`src/rtl/instr_fetch_if.sv`:
```
// Fetch-stage bus bundle: memory read port plus the decode valid/ready handshake.
interface instr_fetch_if #(
    parameter int unsigned WORD_WIDTH = 16
);
    logic [WORD_WIDTH-1:0] mem_address;
    logic                  mem_wr_en;
    logic [WORD_WIDTH-1:0] mem_data_out;
    logic                  instr_valid;
    logic                  instr_ready;
    logic [WORD_WIDTH-1:0] instr_data;
    logic [WORD_WIDTH-1:0] instr_pc;

    modport master (
        output mem_address, mem_wr_en, instr_valid, instr_data, instr_pc,
        input  mem_data_out, instr_ready
    );

    modport slave (
        input  mem_address, mem_wr_en, instr_valid, instr_data, instr_pc,
        output mem_data_out, instr_ready
    );
endinterface

```
`src/rtl/instr_fetch.sv`:
```
// Sequential instruction fetch: issues 1-cycle mem reads, buffers words for decode.
// Define FETCH_BOUNDS_CHECK_EN to fault on out-of-range PCs instead of wrapping.
module instr_fetch #(
    parameter int unsigned MEM_DEPTH  = 1024,
    parameter int unsigned WORD_WIDTH = 16,
    parameter int unsigned BUF_DEPTH  = 2
) (
    input  logic                  clock,
    input  logic                  reset,
    input  logic                  enable,
    input  logic                  redirect_valid,
    input  logic [WORD_WIDTH-1:0] redirect_addr,
    instr_fetch_if.master         bus,
    output logic                  fetch_fault
);
    localparam int unsigned PW = (BUF_DEPTH > 1) ? $clog2(BUF_DEPTH) : 1;
    localparam int unsigned CW = $clog2(BUF_DEPTH) + 1;

    typedef logic [PW-1:0]         ptr_t;
    typedef logic [CW-1:0]         cnt_t;
    typedef logic [CW:0]           occ_t;
    typedef logic [WORD_WIDTH-1:0] word_t;

    localparam word_t LAST_PC   = word_t'(MEM_DEPTH - 2);
    localparam word_t EVEN_MASK = ~word_t'(1);

`ifdef FETCH_BOUNDS_CHECK_EN
    typedef enum logic [1:0] {IDLE, RUN, FAULT} state_t;
`else
    typedef enum logic [1:0] {IDLE, RUN} state_t;
`endif

    state_t state_q, state_d;
    word_t  pc_q, last_addr_q, inflight_pc_q;
    logic   inflight_q;
    word_t  data_mem [BUF_DEPTH];
    word_t  pc_mem   [BUF_DEPTH];
    ptr_t   head_q, tail_q;
    cnt_t   count_q;

    logic   buf_valid, pop, push, issue;
    word_t  pc_seq, redir_pc;
    occ_t   occ;
`ifdef FETCH_BOUNDS_CHECK_EN
    logic   fault_set;
`endif

    // Issue only while buffer slots not yet claimed by held or in-flight words remain.
    always_comb begin
        buf_valid = (count_q != '0);
        pop       = buf_valid & bus.instr_ready;
        push      = inflight_q & ~redirect_valid;
        occ       = occ_t'(count_q) + occ_t'(inflight_q) - occ_t'(pop);
        issue     = (state_q == RUN) && enable && !redirect_valid &&
                    (occ < occ_t'(BUF_DEPTH));
        pc_seq    = (pc_q == LAST_PC) ? '0 : pc_q + word_t'(2);
`ifdef FETCH_BOUNDS_CHECK_EN
        redir_pc  = redirect_addr & EVEN_MASK;
        fault_set = (redirect_valid && (redirect_addr >= word_t'(MEM_DEPTH - 1))) ||
                    (issue && (pc_q == LAST_PC));
`else
        redir_pc  = word_t'(32'(redirect_addr & EVEN_MASK) % MEM_DEPTH);
`endif
    end

    always_ff @(posedge clock) begin
        if (reset) state_q <= IDLE;
        else       state_q <= state_d;
    end

    always_comb begin
        state_d = state_q;
        case (state_q)
            IDLE:    if (enable && !redirect_valid) state_d = RUN;
            RUN:     if (!enable) state_d = IDLE;
            default: state_d = state_q;
        endcase
`ifdef FETCH_BOUNDS_CHECK_EN
        if (fault_set) state_d = FAULT;
`endif
    end

    always_comb begin
        bus.mem_address = issue ? pc_q : last_addr_q;
        bus.mem_wr_en   = 1'b0;
        bus.instr_valid = buf_valid;
        bus.instr_data  = buf_valid ? data_mem[head_q] : '0;
        bus.instr_pc    = buf_valid ? pc_mem[head_q]   : '0;
`ifdef FETCH_BOUNDS_CHECK_EN
        fetch_fault     = (state_q == FAULT);
`else
        fetch_fault     = 1'b0;
`endif
    end

    always_ff @(posedge clock) begin
        if (reset) begin
            pc_q          <= '0;
            last_addr_q   <= '0;
            inflight_q    <= 1'b0;
            inflight_pc_q <= '0;
            head_q        <= '0;
            tail_q        <= '0;
            count_q       <= '0;
        end else begin
            if (redirect_valid) pc_q <= redir_pc;
            else if (issue)     pc_q <= pc_seq;
            if (issue) begin
                last_addr_q   <= pc_q;
                inflight_pc_q <= pc_q;
            end
            inflight_q <= issue;
            if (redirect_valid) begin
                head_q  <= '0;
                tail_q  <= '0;
                count_q <= '0;
            end else begin
                if (push) tail_q <= tail_q + ptr_t'(1);
                if (pop)  head_q <= head_q + ptr_t'(1);
                count_q <= count_q + cnt_t'(push) - cnt_t'(pop);
            end
        end
    end

    // Storage needs no reset: count_q gates every read of it.
    always_ff @(posedge clock) begin
        if (push) begin
            data_mem[tail_q] <= bus.mem_data_out;
            pc_mem[tail_q]   <= inflight_pc_q;
        end
    end
endmodule

```
`src/flat_wrapper.sv`:
```
// flat-port wrapper written by rule: the top's interface ports become plain ports
module instr_fetch_flat 
#(
    parameter int unsigned MEM_DEPTH  = 1024,
    parameter int unsigned WORD_WIDTH = 16,
    parameter int unsigned BUF_DEPTH  = 2
)
  (clock, reset, enable, redirect_valid, redirect_addr, fetch_fault, bus_mem_address, bus_mem_wr_en, bus_instr_valid, bus_instr_data, bus_instr_pc, bus_mem_data_out, bus_instr_ready);
  instr_fetch_if #(.WORD_WIDTH(WORD_WIDTH)) bus_i ();
  input  logic clock;
  input  logic reset;
  input  logic enable;
  input  logic redirect_valid;
  input  logic [WORD_WIDTH-1:0] redirect_addr;
  output logic fetch_fault;
  output wire logic [$bits(bus_i.mem_address)-1:0] bus_mem_address;
  output wire logic [$bits(bus_i.mem_wr_en)-1:0] bus_mem_wr_en;
  output wire logic [$bits(bus_i.instr_valid)-1:0] bus_instr_valid;
  output wire logic [$bits(bus_i.instr_data)-1:0] bus_instr_data;
  output wire logic [$bits(bus_i.instr_pc)-1:0] bus_instr_pc;
  input wire logic [$bits(bus_i.mem_data_out)-1:0] bus_mem_data_out;
  input wire logic [$bits(bus_i.instr_ready)-1:0] bus_instr_ready;
  assign bus_mem_address = bus_i.mem_address;
  assign bus_mem_wr_en = bus_i.mem_wr_en;
  assign bus_instr_valid = bus_i.instr_valid;
  assign bus_instr_data = bus_i.instr_data;
  assign bus_instr_pc = bus_i.instr_pc;
  assign bus_i.mem_data_out = bus_mem_data_out;
  assign bus_i.instr_ready = bus_instr_ready;
  instr_fetch #(.MEM_DEPTH(MEM_DEPTH), .WORD_WIDTH(WORD_WIDTH), .BUF_DEPTH(BUF_DEPTH)) u_core (.clock(clock), .reset(reset), .enable(enable), .redirect_valid(redirect_valid), .redirect_addr(redirect_addr), .bus(bus_i), .fetch_fault(fetch_fault));
endmodule
```
`config.mk`:
```
export PLATFORM = sky130hd
export DESIGN_NAME = instr_fetch_flat
export DESIGN_NICKNAME = d
export VERILOG_FILES = /design/src/rtl/instr_fetch_if.sv /design/src/rtl/instr_fetch.sv /design/src/flat_wrapper.sv
export SDC_FILE = /design/constraint.sdc
export NUM_CORES = 1
export LEC_CHECK = 0
export ABC_AREA = 0
export BUFFER_PORTS_ARGS = -buffer_cell sky130_fd_sc_hd__buf_2
export CAP_MARGIN = 10
export CORE_MARGIN = 1.5
export CORE_UTILIZATION = 40
export DETAILED_ROUTE_END_ITERATION = 7
export MAX_ROUTING_LAYER = met4
export PLACE_DENSITY = 0.61
export SLEW_MARGIN = 30
export SYNTH_ARGS = -nofsm -noshare
export SYNTH_HDL_FRONTEND = slang
export SYNTH_SLANG_ARGS = --single-unit
```
`constraint.sdc`:
```
create_clock -name clock -period 2.8 [get_ports clock]
set_input_delay 0.14 -clock clock [delete_from_list [all_inputs] [get_ports clock]]
set_output_delay 0.14 -clock clock [all_outputs]
set_load 0.05 [all_outputs]
```
==> results.cfg, run 1 <==
[run_status]
outcome = finished clean

[synth]
ys_types = 42
synth_edf_count = 64
ys.warnings.count = 0
avgSynthCellArea_um2 = 11.25
synth_top_area_cell = edfxtp_1
synth_top_area_share_pct = 40.85
synth-async-reset-ratio_pct = 0
synth-main-ff-cell = edfxtp_1
syn-cell-area_mm2 = 0.004705
ys_ff_latch = 119
synth_area_leaders = edfxtp_1 41%, dfxtp_1 23%, mux2i_1 7.0%
seq_area_frac_synth_pct = 64.26
synthCells = 418

[clocking]
cts_sinks = 119
cts_tree = done
cts_buffers = 17
clkLatencyLatePin_ns = 0.40
worst_setup_hold_path_clk_slew_ns = 0.05
clk_path_buf_depth = 2
htreeDepth = 4
ctsRootBufferMaster = clkbuf_16

[timing]
drv_slew = 0
timing.slew.headroom_pct = 65.67
worstMarginPinSlew_ns = 0.5149
period_needed_ns = 2.691
finalCritPeriodShare_pct = 96.11
fin_ws_ns = 0.1088
rsz0062_at_grt = false
final-hold-violation-count = 0
setup_viol = 0
fmax_mhz = 371.6
finalClockSkew_ns = 0.01307

[final_layout]
multi_input_area_mm2 = 0.001639
antenna_cells = 0
regArea_mm2 = 0.003028
final_cells = 679
mostFrequentLayoutCell = edfxtp_1
syn2layout_area_growth_pct = 31.60
drive_gt1_share_pct = 28.54
layout.nets = 563
fin_area_mm2 = 0.006191
fin_util_pct = 53.99
n_fill_cell = 987
final_cell_mix = 64 x edfxtp_1, 62 x buf_2, 53 x dfxtp_1

[route]
drcViolationCount = 0
wl_um = 9586
route.vias.total = 3321
ant_nets = 0
viasPerCell = 4.891
post_drt_wl_per_cell_um = 14.12
dr.pass1.iters = 4
drt_iter0_drc = 231

[power_and_ir_drop]
ir_drop_mv = 0.3524
power_leakage_nw = 2.432
p_per_area_mw_per_mm2 = 629.7
finalPower_w = 0.003898

[placed_design]
dp_hpwl_um = 6267
place.gp.congestion = 0.7884
preCtsSetupSlack_ns = 0.2843
place_area_mm2 = 0.005303
dp.cells = 628
port_buffers = 78

[grt]
grt_use_total_pct = 16.38
grt_max_degree = 33
antenna_found_initial = 0
grt_pass1_wl_um = 15570
grt_overflow = 0
grt_pass1_vias = 3244

[die]
core.rowCount = 39
die_h_um = 111.5
die_area_mm2 = 0.01242
core_area_mm2 = 0.01147
die_w_um = 111.5
initial_core_util_pct = 41.03
io_pins = 88

[worst_setup_path]
timing.rr.end = u_core.pc_q[8]
reg2reg_depth = 10
cp_max_fo = 16
end_kind = output pin
crit_type = flop to output pin
crit-reg2reg-launch = u_core.count_q[1]
reg2reg_slack_ns = 0.31
setup.worst_path.start_class = flop
worstPathArrival_ns = 2.55
critPathRequiredTime_ns = 2.66

[min_path]
min_to = u_core.state_q[0]
worstHoldPathType = primary input to flop
min_from = enable
min_path_cells = 2

[run]
drv_cap = 0
## worst max-delay path by stage
stage,from,endpoint,slack [ns],cells after the start
2_1_floorplan,u_core.count_q[1],bus_mem_address[6],-0.05,10
3_3_place_gp,u_core.count_q[1],bus_mem_address[11],0.32,11
3_5_place_dp,u_core.count_q[1],bus_mem_address[11],0.28,11
4_1_cts,u_core.count_q[1],bus_mem_address[0],0.005,11
5_1_grt,u_core.count_q[1],bus_mem_address[1],0.01,11
6_report,u_core.count_q[1],bus_mem_address[1],0.11,11
## sequential cells by signal (all words and copies together), names as in the netlist, named ones only
| register | flops |
|---|---|
| u_core.count_q | 2 |
| u_core.data_mem | 32 |
| u_core.head_q | 1 |
| u_core.inflight_pc_q | 16 |
| u_core.inflight_q | 1 |
| u_core.last_addr_q | 16 |
| u_core.pc_mem | 32 |
| u_core.pc_q | 16 |
| u_core.state_q | 1 |
| u_core.tail_q | 1 |
## what timing repair did
action                                 in CTS  in global routing
setup buffers                               0                  2
hold buffers                               17                  0
setup endpoints to repair                  16                 16
resized for setup                          18                 40
endpoints found under the hold margin      33                  0
pin swaps                                   1                  2
## where the power goes
part | leakage, nW | internal (W) | switching [W] | total, W
clock | 0.268 | 0.00124 | 0.000670 | 0.00191
sequential | 0.996 | 0.00184 | 0.0000150 | 0.00186
combinational | 1.17 | 0.0000581 | 0.0000694 | 0.000127
total | 2.43 | 0.00314 | 0.000755 | 0.00390
## worst max-delay path, stage by stage (launching register included)
cell and delay [ns]:
dfxtp_4 0.36, nor2_4 0.11, inv_1 0.06, nand2_2 0.08
nor2_1 0.06, fa_2 0.59, nand4b_4 0.12, or2_4 0.28
buf_8 0.16, nand2_1 0.10, nand2_2 0.07, buf_6 0.15
## logic make-up after synthesis
logic type               after synthesis  synth area share (%)
AO/OA/AOI/OAI                         64                 7.846
XOR/XNOR                              10                 1.862
flip-flops                           119                 64.26
multiplexers                          34                 7.261
buffers and inverters                 30                 2.846
other                                  1               0.07971
adder cells (fa/ha/maj)                3                0.9574
AND/OR/NAND/NOR                      157                 14.89
## synth_stat cells, types with 6 or more instances
library cell	count
edfxtp_1	64
buf_2	10
mux2i_1	33
and2_1	9
nand2_1	72
nor2_1	47
inv_1	6
a21oi_1	34
a31oi_1	6
o22ai_1	7
dfxtp_1	55
o21ai_0	7
clkbuf_1	10
## layer usage
metal | share of wire, % | global-route usage (%) | wire, µm | up-vias
met5 | 0 | - | 0 | -
met4 | 0.28 | 5.316 | 27 | 0
met3 | 4.8 | 4.845 | 457 | 2
met2 | 47 | 25.24 | 4496 | 88
met1 | 48 | 20.85 | 4605 | 1556
li1 | - | - | - | 1675
## layout make-up
class / instances / share of cell area, %
Clock inverter: 4 / 0.3234
Clock buffer: 28 / 8.347
Inverter: 6 / 0.3638
Timing Repair Buffer: 109 / 12.69
Multi-Input combinational cell: 270 / 26.48
Sequential cell: 119 / 48.91
Tap cell: 143 / 2.890
## per-stage QoR
step,hold slack [ns],TNS [ns]
after floorplan,0.2389,-0.5001
after global placement,0.3298,0
after detailed placement,0.3333,0
after CTS,0.0008610,0
after global routing,0.00006559,0
final,0.01661,0
Note: power is estimated with default switching activity, not from simulation.
==> inputs of run 2 (changes only) <==
--- a/config.mk
+++ b/config.mk
@@ -9,10 +9,10 @@
 export BUFFER_PORTS_ARGS = -buffer_cell sky130_fd_sc_hd__buf_2
 export CAP_MARGIN = 10
 export CORE_MARGIN = 1.5
-export CORE_UTILIZATION = 40
+export CORE_UTILIZATION = 55
 export DETAILED_ROUTE_END_ITERATION = 7
 export MAX_ROUTING_LAYER = met4
-export PLACE_DENSITY = 0.61
+export PLACE_DENSITY = 0.79
 export SLEW_MARGIN = 30
 export SYNTH_ARGS = -nofsm -noshare
 export SYNTH_HDL_FRONTEND = slang
==> results.cfg, run 2 (synthesized netlist as in run 1, its figures left out) <==
[die]
die_w_um = 95.49
io_pins = 88
die_area_mm2 = 0.009117
core.rowCount = 33
die_h_um = 95.49
initial_core_util_pct = 56.97
core_area_mm2 = 0.008258

[timing]
fmax_mhz = 354.1
setup_viol = 6
timing.slew.headroom_pct = 62.05
worstMarginPinSlew_ns = 0.5692
finalCritPeriodShare_pct = 100.9
fin_ws_ns = -0.02407
period_needed_ns = 2.824
drv_slew = 0
finalClockSkew_ns = 0.008510
rsz0062_at_grt = true
final-hold-violation-count = 0

[power_and_ir_drop]
p_per_area_mw_per_mm2 = 651.2
ir_drop_mv = 0.4119
power_leakage_nw = 2.479

[worst_setup_path]
end_kind = output pin
crit-reg2reg-launch = u_core.count_q[0]
critPathRequiredTime_ns = 2.66
setup.worst_path.start_class = flop
worstPathArrival_ns = 2.68
crit_type = flop to output pin
critPathMostFrequentCell = nor2_1
critPathLaunch = u_core.count_q[0]
cp_max_fo = 9
slowest_stage = fa_1
path_cells = nor2_4 > inv_2 > nand2_2 > nor2_1 > fa_1 > nand4b_4 > nor2_1 > buf_4 > nand2_1 > nand2_4 > buf_8
critPathMaxStageDelay_ns = 0.57

[final_layout]
reg.largest.list = u_core.data_mem x32, u_core.pc_mem x32
drive_gt1_share_pct = 30.88
fin_util_pct = 76.70
antenna_cells = 0
syn2layout_area_growth_pct = 34.63
final_cell_mix = 64 x edfxtp_1, 62 x buf_2, 52 x dfxtp_1
mostFrequentLayoutCell = edfxtp_1
layout.nets = 571

[route]
drt_iter0_drc = 211
drcViolationCount = 0
viasPerCell = 5.405
post_drt_wl_per_cell_um = 15.58
wl_um = 10110
ant_nets = 0
route.vias.total = 3508
dr.pass1.iters = 6

[min_path]
worstHoldPathType = primary input to flop
min_from = redirect_addr[9]

[run]
drv_cap = 0

[placed_design]
place.gp.congestion = 0.8448
port_buffers = 78
dp_hpwl_um = 5965
preCtsSetupSlack_ns = 0.2572

[clocking]
ctsRootBufferMaster = clkbuf_8
clkLatencyLatePin_ns = 0.51
cts_buffers = 17
htreeDepth = 4
cts_tree = done
clk_path_buf_depth = 2
cts_sinks = 119
worst_setup_hold_path_clk_slew_ns = 0.06

[run_status]
outcome = finished, violations left
violations = negative setup slack

[grt]
grt_overflow = 0
grt_max_degree = 33
antenna_found_initial = 0
grt_pass1_wl_um = 15050
grt_pass1_vias = 3311
grt_use_total_pct = 22.75
[run 2: stage by stage]
step / hold slack, ns / cell area (µm²) / total power, W / setup TNS (ns) / std cells
after detailed placement: 0.3325 / 5248 / 0.001995 / 0 / 589
after CTS: 0.001401 / 6196 / 0.004138 / -0.001058 / 642
after floorplan: 0.2389 / 4748 / 0.001956 / -0.5001 / 419
after global routing: 0.02168 / 6334 / 0.004251 / -2.128 / 649
final: 0.01901 / 6334 / 0.004124 / -0.06184 / 649
after global placement: 0.3303 / 5248 / 0.001991 / 0 / 589
[run 2: worst paths after layout]
path / to / slack, ns / depth (start not counted)
max: bus_mem_address[0] / -0.02 / 11
min: u_core.pc_q[9] / 0.02 / 4
max reg2reg: u_core.pc_q[8] / 0.34 / 10
min reg2reg: u_core.pc_mem[1][9] / 0.46 / 0
[run 2: cell type report]
cell class | count | area, µm²
Multi-Input combinational cell | 270 | 1667
Clock inverter | 15 | 177.7
Clock buffer | 17 | 414.1
Tap cell | 105 | 131.4
Inverter | 6 | 22.52
Timing Repair Buffer | 117 | 889.6
Fill cell | 492 | 1924
Sequential cell | 119 | 3032
[run 2: repair_timing]
| action | in CTS | in global routing |
|---|---|---|
| setup endpoints to repair | 16 | 16 |
| resized for setup | 47 | 20 |
| setup buffers | 0 | 6 |
| hold buffers | 21 | 0 |
| gates cloned | 0 | 1 |
| pin swaps | 3 | 4 |
| endpoints found under the hold margin | 37 | 0 |
[run 2: report_power, final]
| group | switching, W | internal (W) | total [W] |
|---|---|---|---|
| clock | 0.000776 | 0.00136 | 0.00213 |
| sequential | 0.0000157 | 0.00184 | 0.00186 |
| combinational | 0.0000710 | 0.0000643 | 0.000135 |
| total | 0.000862 | 0.00326 | 0.00412 |
[run 2: worst max-delay path: cells and delay by family, from the launching register on]
| family | cells | cell delay, ns |
|---|---|---|
| DFF | 1 | 0.36 |
| buffers and inverters | 3 | 0.38 |
| adders and majority gates | 1 | 0.57 |
| and+or+nand+nor | 7 | 0.86 |
[run 2: layer usage]
metal	part of all wire (%)	global-route usage (%)	vias up
met4	1.3	6.863	0
li1	-	-	1692
met5	0	-	-
met1	42	26.30	1665
met3	5.8	7.177	15
met2	51	37.94	136
